### src/rtl/csa_accum_ctrl.sv
// Multi-operand unsigned accumulator sequencer: operands are folded into carry-save
// sum/carry registers, then resolved to binary by iterated half-add before hand-off.
//
// state    | meaning
// IDLE     | waiting for start; out_data keeps the last result
// ACCUM    | in_ready high; one operand folded per in_valid cycle
// RESOLVE  | one half-add iteration per cycle until carry is zero
// DONE     | out_valid high; result held until out_ready
module csa_accum_ctrl #(
    parameter int W = 4,
    parameter int CW = 4,
    localparam int RW = W + CW
) (
    input  logic          clk,
    input  logic          rst_n,
    input  logic          start,
    input  logic [CW-1:0] num_ops,
    output logic          busy,
    input  logic          in_valid,
    input  logic [W-1:0]  in_data,
    output logic          in_ready,
    output logic          out_valid,
    output logic [RW-1:0] out_data,
    input  logic          out_ready
);

    typedef enum logic [1:0] {
        S_IDLE    = 2'd0,
        S_ACCUM   = 2'd1,
        S_RESOLVE = 2'd2,
        S_DONE    = 2'd3
    } state_t;

    state_t        state_q, state_d;
    logic [CW-1:0] remaining_q, remaining_d;
    logic [RW-1:0] s_q, s_d;
    logic [RW-1:0] c_q, c_d;
    logic [RW-1:0] result_q, result_d;
    logic [RW-1:0] x;

    assign x = {{CW{1'b0}}, in_data};

    // Handshake flags come from registered state only, so no input reaches them combinationally.
    assign busy      = (state_q != S_IDLE);
    assign in_ready  = (state_q == S_ACCUM);
    assign out_valid = (state_q == S_DONE);
    assign out_data  = result_q;

    always_comb begin
        state_d     = state_q;
        remaining_d = remaining_q;
        s_d         = s_q;
        c_d         = c_q;
        result_d    = result_q;
        case (state_q)
            S_IDLE: begin
                if (start) begin
                    if (num_ops != '0) begin
                        remaining_d = num_ops;
                        s_d         = '0;
                        c_d         = '0;
                        state_d     = S_ACCUM;
                    end else begin
                        result_d = '0;
                        state_d  = S_DONE;
                    end
                end
            end
            S_ACCUM: begin
                if (in_valid) begin
                    s_d         = s_q ^ c_q ^ x;
                    // MSB carry out is dropped; the full sum always fits in RW bits.
                    c_d         = ((s_q & c_q) | (s_q & x) | (c_q & x)) << 1;
                    remaining_d = remaining_q - 1'b1;
                    if (remaining_q == {{(CW-1){1'b0}}, 1'b1}) begin
                        state_d = S_RESOLVE;
                    end
                end
            end
            S_RESOLVE: begin
                if (c_q == '0) begin
                    result_d = s_q;
                    state_d  = S_DONE;
                end else begin
                    s_d = s_q ^ c_q;
                    c_d = (s_q & c_q) << 1;
                end
            end
            S_DONE: begin
                if (out_ready) begin
                    state_d = S_IDLE;
                end
            end
            default: state_d = S_IDLE;
        endcase
    end

    always_ff @(posedge clk or negedge rst_n) begin
        if (!rst_n) begin
            state_q     <= S_IDLE;
            remaining_q <= '0;
            s_q         <= '0;
            c_q         <= '0;
            result_q    <= '0;
        end else begin
            state_q     <= state_d;
            remaining_q <= remaining_d;
            s_q         <= s_d;
            c_q         <= c_d;
            result_q    <= result_d;
        end
    end

endmodule

### config.mk
export PLATFORM = sky130hd
export DESIGN_NAME = csa_accum_ctrl
export DESIGN_NICKNAME = d
export VERILOG_FILES = /design/src/rtl/csa_accum_ctrl.sv
export SDC_FILE = /design/constraint.sdc
export NUM_CORES = 1
export LEC_CHECK = 0
export ABC_AREA = 1
export ABC_CLOCK_PERIOD_IN_PS = 1700
export CAP_MARGIN = 5
export CORE_UTILIZATION = 35
export DETAILED_ROUTE_END_ITERATION = 10
export PLACE_DENSITY = 0.65
export SYNTH_ARGS = -nofsm -noshare
export SYNTH_HDL_FRONTEND = slang
export SYNTH_SLANG_ARGS = --single-unit
### constraint.sdc
create_clock -name clk -period 1.7 [get_ports clk]
set_input_delay 0.34 -clock clk [delete_from_list [all_inputs] [get_ports clk]]
set_output_delay 0.34 -clock clk [all_outputs]
set_load 0.05 [all_outputs]
After elaboration in Yosys (flattened, before gate mapping)
Cells that the tools add are included.
{"block": "classes", "add_sub_neg": 1, "n_mux": 23, "eq_ne": 12, "reduce_logical": 11, "bitwise": 7}
{"operator": "2-to-1 mux 8 bit", "n": 9}
{"operator": "one-hot mux 8 bit (3 select lines)", "n": 2}
{"operator": "one-hot mux 8 bit (2 select lines)", "n": 1}
{"operator": "bitwise AND 7 x 4 -> 7 bit", "n": 2}
{"operator": "OR 7 bit", "n": 2}
{"operator": "2-to-1 mux 2 bit", "n": 6}
{"operator": "2-to-1 mux 4 bit", "n": 3}
{"operator": "!= test 2 bit, second input constant", "n": 6}
{"operator": "AND reduction 5 bit", "n": 2}
{"operator": "zero test 8 bit", "n": 1}
{"operator": "one-hot mux 2 bit (4 select lines)", "n": 1}
{"operator": "one-hot mux 4 bit (2 select lines)", "n": 1}
{"operator": "AND reduction 4 bit", "n": 2}
{"operator": "bitwise XOR 8 x 4 -> 8 bit", "n": 1}
{"operator": "bitwise XOR 8 bit", "n": 1}
{"operator": "bitwise AND 7 bit", "n": 1}
{"operator": "nonzero test 2 bit", "n": 3}
{"operator": "equality test 2 bit, second input constant", "n": 2}
{"operator": "equality test 4 x 1 -> 1 bit, second input constant", "n": 1}
{"operator": "!= test 2 x 1 -> 1 bit, second input constant", "n": 2}
{"operator": "nonzero test 4 bit", "n": 1}
{"operator": "subtractor 4 x 1 -> 4 bit, second input constant", "n": 1}
{"operator": "nonzero test 3 bit", "n": 1}
{"operator": "equality test 2 x 1 -> 1 bit, second input constant", "n": 1}
{"operator": "zero test 2 bit", "n": 1}
{"block": "word_totals", "wordCells": 59, "input_bits": 13, "out_inout_bits": 11, "reg_bits": 30}

Depth between registers and ports, before layout
Gate-level depths: netlist (run 1).
{"block": "logic_depth", "word_depth": 5, "depth_mapped": 11, "mapped_depth_nobuf": 10}

Worst setup path after synthesis (run 1)
No wires, ideal clock.
{"block": "synth_path", "path_type": "register to register", "start": "reg state_q[1]", "end": "reg s_q[7]", "n_path_buf": 1, "arrival_ns": 1.736, "setup_slack_ns": -0.153, "stages_incl_launch_ff": 11, "period_less_slack_ns": 1.853, "required_time_ns": 1.583, "setup_ns": 0.117, "path_cell_list": "dfrtp_1 > inv_1 > ha_1 > nand2_1 > nand2_1 > inv_2 > nand2_2 > inv_4 > buf_2 > nand3_1 > nand2_1"}
{"block": "synth_via", "elab_chain_cells": 3, "word_cells_on_any_way": 10, "classes_between": "6 x eq/ne; 1 x mux; 3 x reduce/logical"}
{"item": "from (decl)", "line_no": "34", "text": "state_t state_q, state_d;"}
{"item": "from (signal assigned)", "line_no": "106", "text": "state_q <= state_d;"}
{"item": "equality test 2 x 1 -> 1 bit *"}
{"item": "via in_ready", "line_no": "21", "text": "output logic in_ready,"}
{"item": "!= test 2 bit (no line) or nonzero test 3 bit (tied branches)"}
{"item": "AND reduction 5 bit (no line)"}
{"item": "to (signal assigned)", "line_no": "102", "text": "s_q <= '0;"}
{"item": "to (signal assigned)", "line_no": "108", "text": "s_q <= s_d;"}
{"item": "to (decl)", "line_no": "36", "text": "logic [RW-1:0] s_q, s_d;"}
The timed path passes the listed nets; every way through them passes the cells marked *.
A chain may end at the register's enable or synchronous reset.

Worst setup path after layout (run 1)
{"block": "layout_path", "start": "reg state_q[0]", "end": "out in_ready"}
{"block": "layout_via", "elab_chain_cells": 1}
{"item": "equality test 2 x 1 -> 1 bit", "line_no": "45", "text": "assign in_ready = (state_q == S_ACCUM);"}
{"item": "to (decl)", "line_no": "21"}
Every way passes these cells.

==> results.md, run 1 <==
- Outcome: finished clean
- Crit-path max FO: 7
- Critical path arrival: around 1.3 ns
- CTS Hold Bufs: 0
- Height of the die: about 77 um
- Detailed Routing Iterations Pass 1: 4
- Synthesized area: between 1500 and 2000 um^2
- Clock tree sinks: 29
- Final non-filler cell area: between 2000 and 3000 um^2
- Max clock buf depth: 2
- GR Overflow Total: 0
- Main flop type after synthesis: dfrtp_1
- DRC: 0
- Max Cap Violations: 0
- Switching share of total power: 45.3%
- Final Critical Period: 1.67 ns
- Final number of hold-violating endpoints: 0
- NetSw: approximately 1.7 mW
- Synth top area share: around 37%
- Depth of the worst register-to-register path: 7
- Initial Utilization: around 37%
- Synthesized instance count: 261
- Combinational power share: between 60% and 70%
- Proportion of layout cells with a drive suffix above 1: 19.1%
- Multi-input logic area: approximately 1100 um^2
- DRT iter0 DRCs: 51
- Total Power: 3.79 mW
- Dpl hpwl: between 3 and 4 mm
- FILL cells: 533
- Crit path required time: 1.36 ns
- First-pass GRT wire length: around 7.4 mm
- Unrepaired setup endpoints after global routing: no
- Worst skew pair latency: 0.28 ns
- VDD IR max: between 0.6 and 0.7 mV
- Post-Route WL: roughly 4.2 mm
- Final number of max-transition violations: 0
- HP Class: primary input to async pin
- Fmax: between 600 and 700 MHz
- Initial antenna violation count: 0
- Crit path kind: flop to output port
- Internal Power: between 2 and 2.5 mW
- Worst-path clk slew: around 0.060 ns
- Syn nets: 293
- Vias in the first global route: ~1700
- R2R setup slack: 0.09 ns
- Slew @ Worst Pin: 0.371 ns
- CTS tree: done
- Total number of vias: 1724
- Area added between synthesis and finish: 29.9%
- Final worst path period share: slightly below 100%
- Core footprint: around 5300 um^2
- # port buffers: 23
- Synth Register Bits: 29
- Slew headroom: around three quarters
- CTS Root Cell: clkbuf_8
- EDFF count, synth: 0
- Placed cell area: ~2400 um^2
- Setup violations, final: 0
- CTS H-tree lvls: 2
- Leak: roughly 1.3 nW
- Clock share of power: approximately 15%
- Largest cells by area after synthesis: dfrtp_1 (37%), nand2_1 (19%), ha_1 (10%)
- Pwr per Cell Area: between 1000 and 1500 nW/um^2
- Nets: roughly 340
- Diode count: 0
- FP Rows: 26
- Largest net degree at the start of global routing: 30
- Drt via density: 4.61
- Yosys warnings: 0
- Die area: slightly below 6000 um^2
- Worst r2r dst: c_q[5]
- Cts bufs inserted: 5
- Reg power frac: 25.1%
- Total GRT Usage: between 10% and 20%
- Ports: 24
- Cell taking the most area after synthesis: dfrtp_1
- Critical Path Sink Type: output port
- WL/cell: between 10 and 15 um
- Final ANT Viol Nets: 0
- CP startpoint kind: flop
- Syn Area/Cell: roughly 7.5 um^2
- Die Width: between 70 and 80 um
- Clock Skews: 0.00553 ns
- Final core occ: 48.5%
- FF-to-FF Start: state_q[0]
- Seq/Total Area, Yosys: between 30% and 40%
- FFs w/ async S/R, synth: 100%
- Routability Congestion: approximately 0.79
- Register area: a little over 700 um^2
- Netlist cell types: 24
-- worst max-delay path, cell delays in order (launching register included) --
cell and delay, ns:
dfrtp_1 0.41, buf_4 0.17, ha_4 0.19, buf_4 0.14, buf_12 0.14
-- per-stage QoR --
stage	std cells	setup WS [ns]	setup TNS [ns]	hold slack, ns
after floorplan	261	0.0204	0	0.0444
after global placement	365	-0.0190	-0.0418	0.457
after detailed placement	365	-0.0449	-0.151	0.460
after CTS	373	0.00220	0	0.460
after global routing	374	0.00119	0	0.481
final	374	0.0348	0	0.439
-- power groups by stage --
stage | combinational (mW) | sequential, mW | clock [mW]
5_1_grt | 2.53 | 0.971 | 0.617
3_5_place_dp | 2.12 | 0.957 | 0
4_1_cts | 2.21 | 0.944 | 0.584
3_3_place_gp | 2.09 | 0.953 | 0
2_1_floorplan | 1.33 | 0.971 | 0
6_report | 2.27 | 0.949 | 0.565
-- cells in the mapped netlist (4+ instances only) --
cell type,number
nand3b_1,9
nor2_1,16
dfrtp_1,29
nand3_1,7
nand2_1,99
buf_2,4
inv_1,30
o21ai_0,9
ha_1,16
nand4_1,14
a21oi_1,7
-- layout by cell type (no fill, tap or decap), drive strengths merged --
| cell type | n |
|---|---|
| a21oi | 7 |
| buf | 31 |
| clkbuf | 7 |
| clkdlybuf4s50 | 12 |
| clkinvlp | 1 |
| dfrtp | 29 |
| fa | 3 |
| ha | 16 |
| inv | 31 |
| nand2 | 102 |
| nand3 | 11 |
| nand3b | 9 |
| nand4 | 14 |
| nor2 | 17 |
| o211ai | 1 |
| o21ai | 11 |
| or2 | 2 |
-- area by class of cell --
cell class	count	share of cell area, %
Sequential cell	29	28.4
Multi-Input combinational cell	193	43.6
Tap cell	70	3.42
Timing Repair Buffer	43	16.2
Inverter	32	4.94
Clock buffer	7	3.38
-- what timing repair did --
item                       4_1_cts  5_1_grt
setup buffers                    1        0
setup endpoints to repair        8       19
cloned                           0        1
pin swaps                        0        0
resized for setup                4        5
-- worst max path at each step --
stage	from	to	slack, ns
after floorplan	state_q[0]	out_data[0]	0.02
after detailed placement	in_data[2]	s_q[2]	-0.04
after global routing	state_q[0]	in_ready	0.001
after global placement	in_data[1]	s_q[1]	-0.02
after CTS	state_q[0]	busy	0.002
final	state_q[0]	in_ready	0.03
-- kinds of logic (layout without fill, tap and decap cells) --
| group | count (synthesis) | count (layout) | share of synthesized area [%] |
|---|---|---|---|
| buffers and inverters | 40 | 82 | 8.96 |
| adders and majority gates | 19 | 19 | 13.2 |
| AOI/OAI and AO/OA | 19 | 19 | 5.53 |
| and+or+nand+nor | 154 | 155 | 35.4 |
| DFF | 29 | 29 | 36.9 |
-- routing by layer --
layer | routed length (um) | up-vias | GRT usage [%] | part of all wire (%)
met2 | 1930 | 27 | 25.0 | 46
met1 | 2110 | 781 | 20.9 | 50
met5 | 0 | - | 0 | 0
li1 | - | 912 | - | -
met4 | 39 | 0 | 5.09 | 0.92
met3 | 157 | 4 | 3.81 | 3.7
-- state kept, by name (all words and copies together) (netlist names) --
name,cells
s_q,8
remaining_q,4
state_q,2
out_data,8
c_q,7
Note: power is estimated with default switching activity, not from simulation.
==> run 2, diff against run 1 <==
- CAP_MARGIN: 5 -> not set
- CORE_ASPECT_RATIO: not set -> 1.5
==> run 2 against run 1 <==
  * Fmax is 0.42% lower
  * Critical path depth stayed put
  * Clock-buffer cell count is 2 lower
  * Total power is 3.2% higher
  * Sequential power is 1% lower
  * Sequential share of layout area stayed put
  * Register-to-register slack better by 0.02 ns
==> results.md, run 2 (synthesis gave the netlist of run 1 again) <==
- Combinational power share: 54.4% (-5.6 points)
- Diode count: 0 (unchanged)
- Detailed Routing Iterations Pass 1: 5 (+1)
- Max stage delay cell, worst path: dfrtp_1
- Commonest non-fill, non-tap cells in the layout: nand2_1 (97), buf_4 (30), inv_1 (29), dfrtp_1 (29), nor2_1 (15)
- Cts bufs inserted: 5 (unchanged)
- Die area: 5930 um^2 (about the same)
- Critical path arrival: 1.33 ns (about the same)
- Clock share of power: 21.6% (+6.7 points)
- Setup violations, final: 0 (unchanged)
- GR Overflow Total: 0 (unchanged)
- Proportion of layout cells with a drive suffix above 1: 19.3% (+0.20 points)
- Total Power: 3.91 mW (+3.2%)
- CTS Root Cell: clkbuf_8
- Die Width: 63.2 um (-18%)
- Final ANT Viol Nets: 0 (unchanged)
- CP startpoint kind: flop
- Vias in the first global route: 1730 (+4.7%)
- Core footprint: 5450 um^2 (+3.4%)
- Unrepaired setup endpoints after global routing: yes
- CTS tree: done
- CTS Hold Bufs: 0 (unchanged)
- FP Rows: 33 (+27%)
- Initial Utilization: 36.1% (-1.2 points)
- Max Cap Violations: 0 (unchanged)
- Critical Path Sink Type: output port
- Worst path cell trace: inv_1 > ha_2 > clkinvlp_4 > buf_12
- Top delay family on crit path: buffers and inverters
- Final Critical Period: 1.67 ns (+0.00698 ns)
- DRT iter0 DRCs: 81 (+59%)
- NetSw: 1.67 mW (-2.8%)
- Depth of the worst register-to-register path: 7 (unchanged)
- DRC: 0 (unchanged)
- Crit path depth: 4 (unchanged)
- Clock Skews: 0.00694 ns (+0.00141 ns)
- Worst-path clk slew: 0.07 ns (about the same)
- Leak: 1.33 nW (+1.3%)
- CTS H-tree lvls: 2 (unchanged)
- VDD IR max: 0.624 mV (+1.4%)
- Post-Route WL: 4.04 mm (-4.6%)
- Crit path required time: 1.36 ns (about the same)
- First-pass GRT wire length: 7.45 mm (+0.66%)
- Outcome: finished clean
- Area added between synthesis and finish: 29.9% (unchanged)
- # port buffers: 23 (unchanged)
- Internal Power: 2.24 mW (+8.2%)
- Total GRT Usage: 15.8% (+0.10 points)
- Pwr per Cell Area: 1530 nW/um^2 (+3.2%)
- Drt via density: 4.56 (-0.99%)
- Ports: 24 (unchanged)
- Total number of vias: 1716 (-0.46%)
- Clock tree sinks: 29 (unchanged)
- Buffers and inverters on the worst path: 3 (unchanged)
- Final number of hold-violating endpoints: 0 (unchanged)
- Commonest non-fill, non-tap cell in the layout: nand2_1
- Slew headroom: 76.0% (+0.67 points)
- Final worst path period share: 98.4% (+0.41 points)
- Switching share of total power: 42.7% (-2.7 points)
- Worst path max stage delay: 0.37 ns (-0.04 ns)
- Routability Congestion: 0.793 (+0.24%)
- Reg power frac: 24.0% (-1.1 points)
- Hold WS: 0.438 ns (-0.00118 ns)
- HP Class: primary input to async pin
- Slew @ Worst Pin: 0.361 ns (-0.0100 ns)
- Max clock buf depth: 2 (unchanged)
- Largest net degree at the start of global routing: 30 (unchanged)
- Crit-path max FO: 5 (-2)
- Dpl hpwl: 3.20 mm (+3.5%)
- Crit path kind: flop to output port
- Nets: 337 (+0.30%)
- Final core occ: 46.9% (-1.6 points)
- Fmax: 598 MHz (-0.42%)
- Final number of max-transition violations: 0 (unchanged)
- Height of the die: 93.8 um (+22%)
- WL/cell: 10.7 um (-5.1%)
- Worst skew pair latency: 0.28 ns (about the same)
- Initial antenna violation count: 0 (unchanged)
run 2: worst paths after layout:
path / startpoint / to / slack [ns]
max in group asynchronous: rst_n / remaining_q[1] / 0.99
worst min register to register: out_data[2] / out_data[2] / 0.47
worst max-delay path: state_q[1] / busy / 0.03
worst min-delay path: rst_n / c_q[5] / 0.44
worst max register to register: state_q[0] / s_q[5] / 0.11
min in group clk: out_data[2] / out_data[2] / 0.47
run 2: power by group through the flow:
stage,registers [mW],logic (mW),clock network [mW]
2_1_floorplan,0.971,1.33,0
3_3_place_gp,0.942,2.09,0
3_5_place_dp,0.947,2.13,0
4_1_cts,0.936,2.15,0.864
5_1_grt,0.962,2.39,0.882
6_report,0.938,2.13,0.844
run 2: final cells by class:
type / count / area [um^2]
multi-input combinational: 192 / 1080
timing repair buffer: 45 / 405
clock inverter: 3 / 65.1
sequential: 29 / 726
tap: 70 / 87.6
clock buffer: 5 / 68.8
fill: 574 / 2890
inverter: 32 / 126
run 2: worst register-to-register path, delay by kind of cell, from the launching register on:
| kind | cells | cell delay (ns) |
|---|---|---|
| fa+ha+maj | 1 | 0.23 |
| buf+inv | 2 | 0.34 |
| flops | 1 | 0.38 |
| simple gates | 4 | 0.53 |
run 2: metal layers:
metal | part of all wire [%] | up-vias | track usage (%)
met5 | 0 | - | 0
met4 | 1.0 | 0 | 5.11
met3 | 2.5 | 4 | 2.91
met2 | 52 | 22 | 30.2
met1 | 45 | 777 | 17.3
li1 | - | 913 | -
run 2: stage by stage:
step	area [um^2]	instances	setup TNS [ns]	worst slack (ns)
after CTS	2550	376	0	0.00978
after detailed placement	2410	368	-0.118	-0.0482
final	2560	376	0	0.0278
after global routing	2560	376	-0.137	-0.0448
after global placement	2410	368	-0.0241	-0.0111
after floorplan	1970	261	0	0.0204
run 2: timing repair:
action / 4_1_cts / 5_1_grt
setup buffers: 0 / 0
setup endpoints to repair: 1 / 8
resized for setup: 1 / 3
==> run 3, diff against run 2 <==
- CORE_MARGIN: not set -> 10
==> run 3 against run 2 <==
  * Clock skew is 0.0014 ns lower
  * Clock power is 3.4% higher
  * Fmax up 1.8%
  * Routed wire length increased by 10%
  * Hold slack worse by 0.0062 ns
  * Design area is 1.9% higher
  * Total power increased by 4.4%
  * Register-to-register slack improved by 0.02 ns
  * Critical path depth did not move
  * Global-route usage fell by 4.7 points
  * First-iteration DRC count shrank 44%
  * Highest routed layer unchanged
==> results.md, run 3 (synthesis gave the netlist of run 1 again) <==
- Outcome: finished clean
- FF-to-FF Start: state_q[0]
- Commonest non-fill, non-tap cells in the layout: nand2_1 (99), dfrtp_1 (29), inv_1 (27), buf_4 (26), nor2_1 (15)
- Top delay family on crit path: buffers and inverters
- GR Overflow Total: 0 (unchanged)
- First-pass GRT wire length: 8.26 mm (+11%)
- Multi-input logic area: 1100 um^2 (+1.6%)
- Worst skew pair latency: 0.29 ns (about the same)
- Die area: 9080 um^2 (+53%)
- Final ANT Viol Nets: 0 (unchanged)
- Final WS setup: 0.0569 ns (+0.0291 ns)
- Initial antenna violation count: 0 (unchanged)
- Largest net degree at the start of global routing: 30 (unchanged)
- Final Critical Period: 1.64 ns (-0.0291 ns)
- Setup_tns: 0 ns (unchanged)
- Combinational power share: 55.7% (+1.3 points)
- Max stage delay cell, worst path: dfrtp_1
- Max Cap Violations: 0 (unchanged)
- Diode count: 0 (unchanged)
- Crit. Startpoint: state_q[0]
- Worst path max stage delay: 0.38 ns (about the same)
- DRT iter0 DRCs: 45 (-44%)
- Crit path required time: 1.36 ns (about the same)
- Internal Power: 2.35 mW (+5.1%)
- Setup crit end: in_ready
- Height of the die: 112 um (+19%)
- Vias in the first global route: 1877 (+8.5%)
- DRC: 0 (unchanged)
- Area added between synthesis and finish: 32.4%
- FILL cells: 562 (-2.1%)
- DP Cell Count: 367 (-0.27%)
- Cts bufs inserted: 5 (unchanged)
- NetSw: 1.73 mW (+3.6%)
- Routability Congestion: 0.801 (+0.93%)
- CP most frequent cell: buf_4
- Leak: 1.34 nW (+0.68%)
- Pre-CTS setup slack: -0.0409 ns (+0.00729 ns)
- Busiest grt layer: met2
- Final number of max-transition violations: 0 (unchanged)
- VDD IR max: 0.898 mV (+44%)
- Register area: 726 um^2 (unchanged)
- Crit-path max FO: 7 (+2)
- CP startpoint kind: flop
- Drt via density: 4.67 (+2.3%)
- Final Non-Filler Cells: 375 (-0.27%)
- Worst-path clk slew: 0.07 ns (about the same)
- Commonest non-fill, non-tap cell in the layout: nand2_1
- GRT met2 Usage: 19.7% (-11 points)
- # Post-CTS Setup Buffers: 0 (unchanged)
- Slew @ Worst Pin: 0.386 ns (+0.0253 ns)
- HP Class: primary input to async pin
- FP Rows: 33 (unchanged)
- Detailed Routing Iterations Pass 1: 4 (-1)
- Buffers and inverters on the worst path: 3 (unchanged)
- Critical Path Sink Type: output port
- Depth of the worst register-to-register path: 10 (+3)
- Die Width: 81.2 um (+28%)
- Max clock buf depth: 2 (unchanged)
- GR Layer Usage met1: 12.1% (-5.2 points)
- Proportion of layout cells with a drive suffix above 1: 19.3% (+0.063 points)
- Slew headroom: 74.3% (-1.7 points)
- Total GRT Usage: 11.2% (-4.7 points)
- Met3 Usage GRT: 2.33% (-0.58 points)
- Dpl hpwl: 3.44 mm (+7.6%)
- Total number of vias: 1751 (+2.0%)
- Ports: 24 (unchanged)
- Worst r2r dst: c_q[6]
- Unrepaired setup endpoints after global routing: no
- R2R setup slack: 0.13 ns (+0.02 ns)
- Core footprint: 5450 um^2 (unchanged)
- WL/cell: 11.9 um (+11%)
- Crit path kind: flop to output port
- CTS H-tree lvls: 2 (unchanged)
- Clock share of power: 21.4% (-0.2 points)
- Final number of hold-violating endpoints: 0 (unchanged)
- Switching share of total power: 42.3% (-0.34 points)
- Crit path depth: 4 (unchanged)
- Clock Skews: 0.00558 ns (-0.00135 ns)
- Fmax: 609 MHz (+1.8%)
- Clock tree sinks: 29 (unchanged)
- Reg power frac: 22.9% (-1.1 points)
- Final worst path period share: 96.7% (-1.7 points)
- Worst path cell trace: buf_4 > ha_4 > buf_4 > buf_12
- Nets: 336 (-0.30%)
- Pwr per Cell Area: 1570 nW/um^2 (+2.5%)
- Setup violations, final: 0 (unchanged)
- Critical path arrival: 1.30 ns (-0.03 ns)
- # port buffers: 23 (unchanged)
- CTS tree: done
- Initial Utilization: 36.1% (unchanged)
- CTS Root Cell: clkbuf_8
- Total Power: 4.08 mW (+4.4%)
- Post-Route WL: 4.45 mm (+10%)
[run 3: cell types whose count changed in the layout (fill, tap and decap cells not counted)]
cell / before / now
buf_4: 30 / 26
buf_12: 3 / 6
ha_4: 0 / 2
inv_1: 29 / 27
inv_2: 1 / 3
nand2_1: 97 / 99
nand2_2: 5 / 3
ha_1: 14 / 13
ha_2: 2 / 1
[run 3: area by class of cell]
cell class | instances | share of cell area [%]
Clock buffer | 5 | 2.64
Clock inverter | 3 | 2.50
Inverter | 32 | 4.85
Multi-Input combinational cell | 192 | 42.1
Sequential cell | 29 | 27.9
Tap cell | 70 | 3.36
Timing Repair Buffer | 44 | 16.7
[run 3: worst min path at each step]
stage                start  cells after the start  slack (ns)             end
3_5_place_dp   out_data[5]                      2        0.46     out_data[5]
3_3_place_gp   out_data[2]                      2        0.46     out_data[2]
5_1_grt              rst_n                      2        0.48          s_q[0]
2_1_floorplan        rst_n                      0        0.04          c_q[1]
6_report             rst_n                      2        0.43          s_q[0]
4_1_cts              rst_n                      2        0.45  remaining_q[0]
[run 3: worst reg2reg max path, stage by stage (launching register included)]
cell and delay (ns):
dfrtp_1 0.38, buf_4 0.16, ha_4 0.19, nand2_1 0.07
nand2_1 0.06, inv_2 0.06, nand2_2 0.09, inv_4 0.11
nand3_4 0.17, nand2_1 0.11, nand2_1 0.06
[run 3: metrics by stage]
step           hold WS, ns  utilization (%)  area, um^2
6_report             0.432             47.8        2610
3_5_place_dp         0.464             44.8        2440
5_1_grt              0.477             47.8        2610
4_1_cts              0.451             47.8        2600
2_1_floorplan       0.0444                -        1970
3_3_place_gp         0.459             44.8        2440
[run 3: power by group through the flow]
stage	clock network, mW	logic (mW)	registers, mW
floorplan	0	1.33	0.971
global placement	0	2.18	0.942
detailed placement	0	2.21	0.948
CTS	0.890	2.29	0.935
global route	0.908	2.57	0.962
finish	0.873	2.27	0.937
[run 3: per-layer routing]
layer | wire [um] | part of all wire (%)
met1 | 1770 | 40
met2 | 2400 | 54
met3 | 189 | 4.2
met4 | 89 | 2.0
met5 | 0 | 0
[run 3: repair_timing]
| item | CTS | global route |
|---|---|---|
| endpoints found under the hold margin | 0 | 0 |
| resized for setup | 4 | 3 |
| hold buffers | 0 | 0 |
| endpoints found under the setup margin | 1 | 6 |
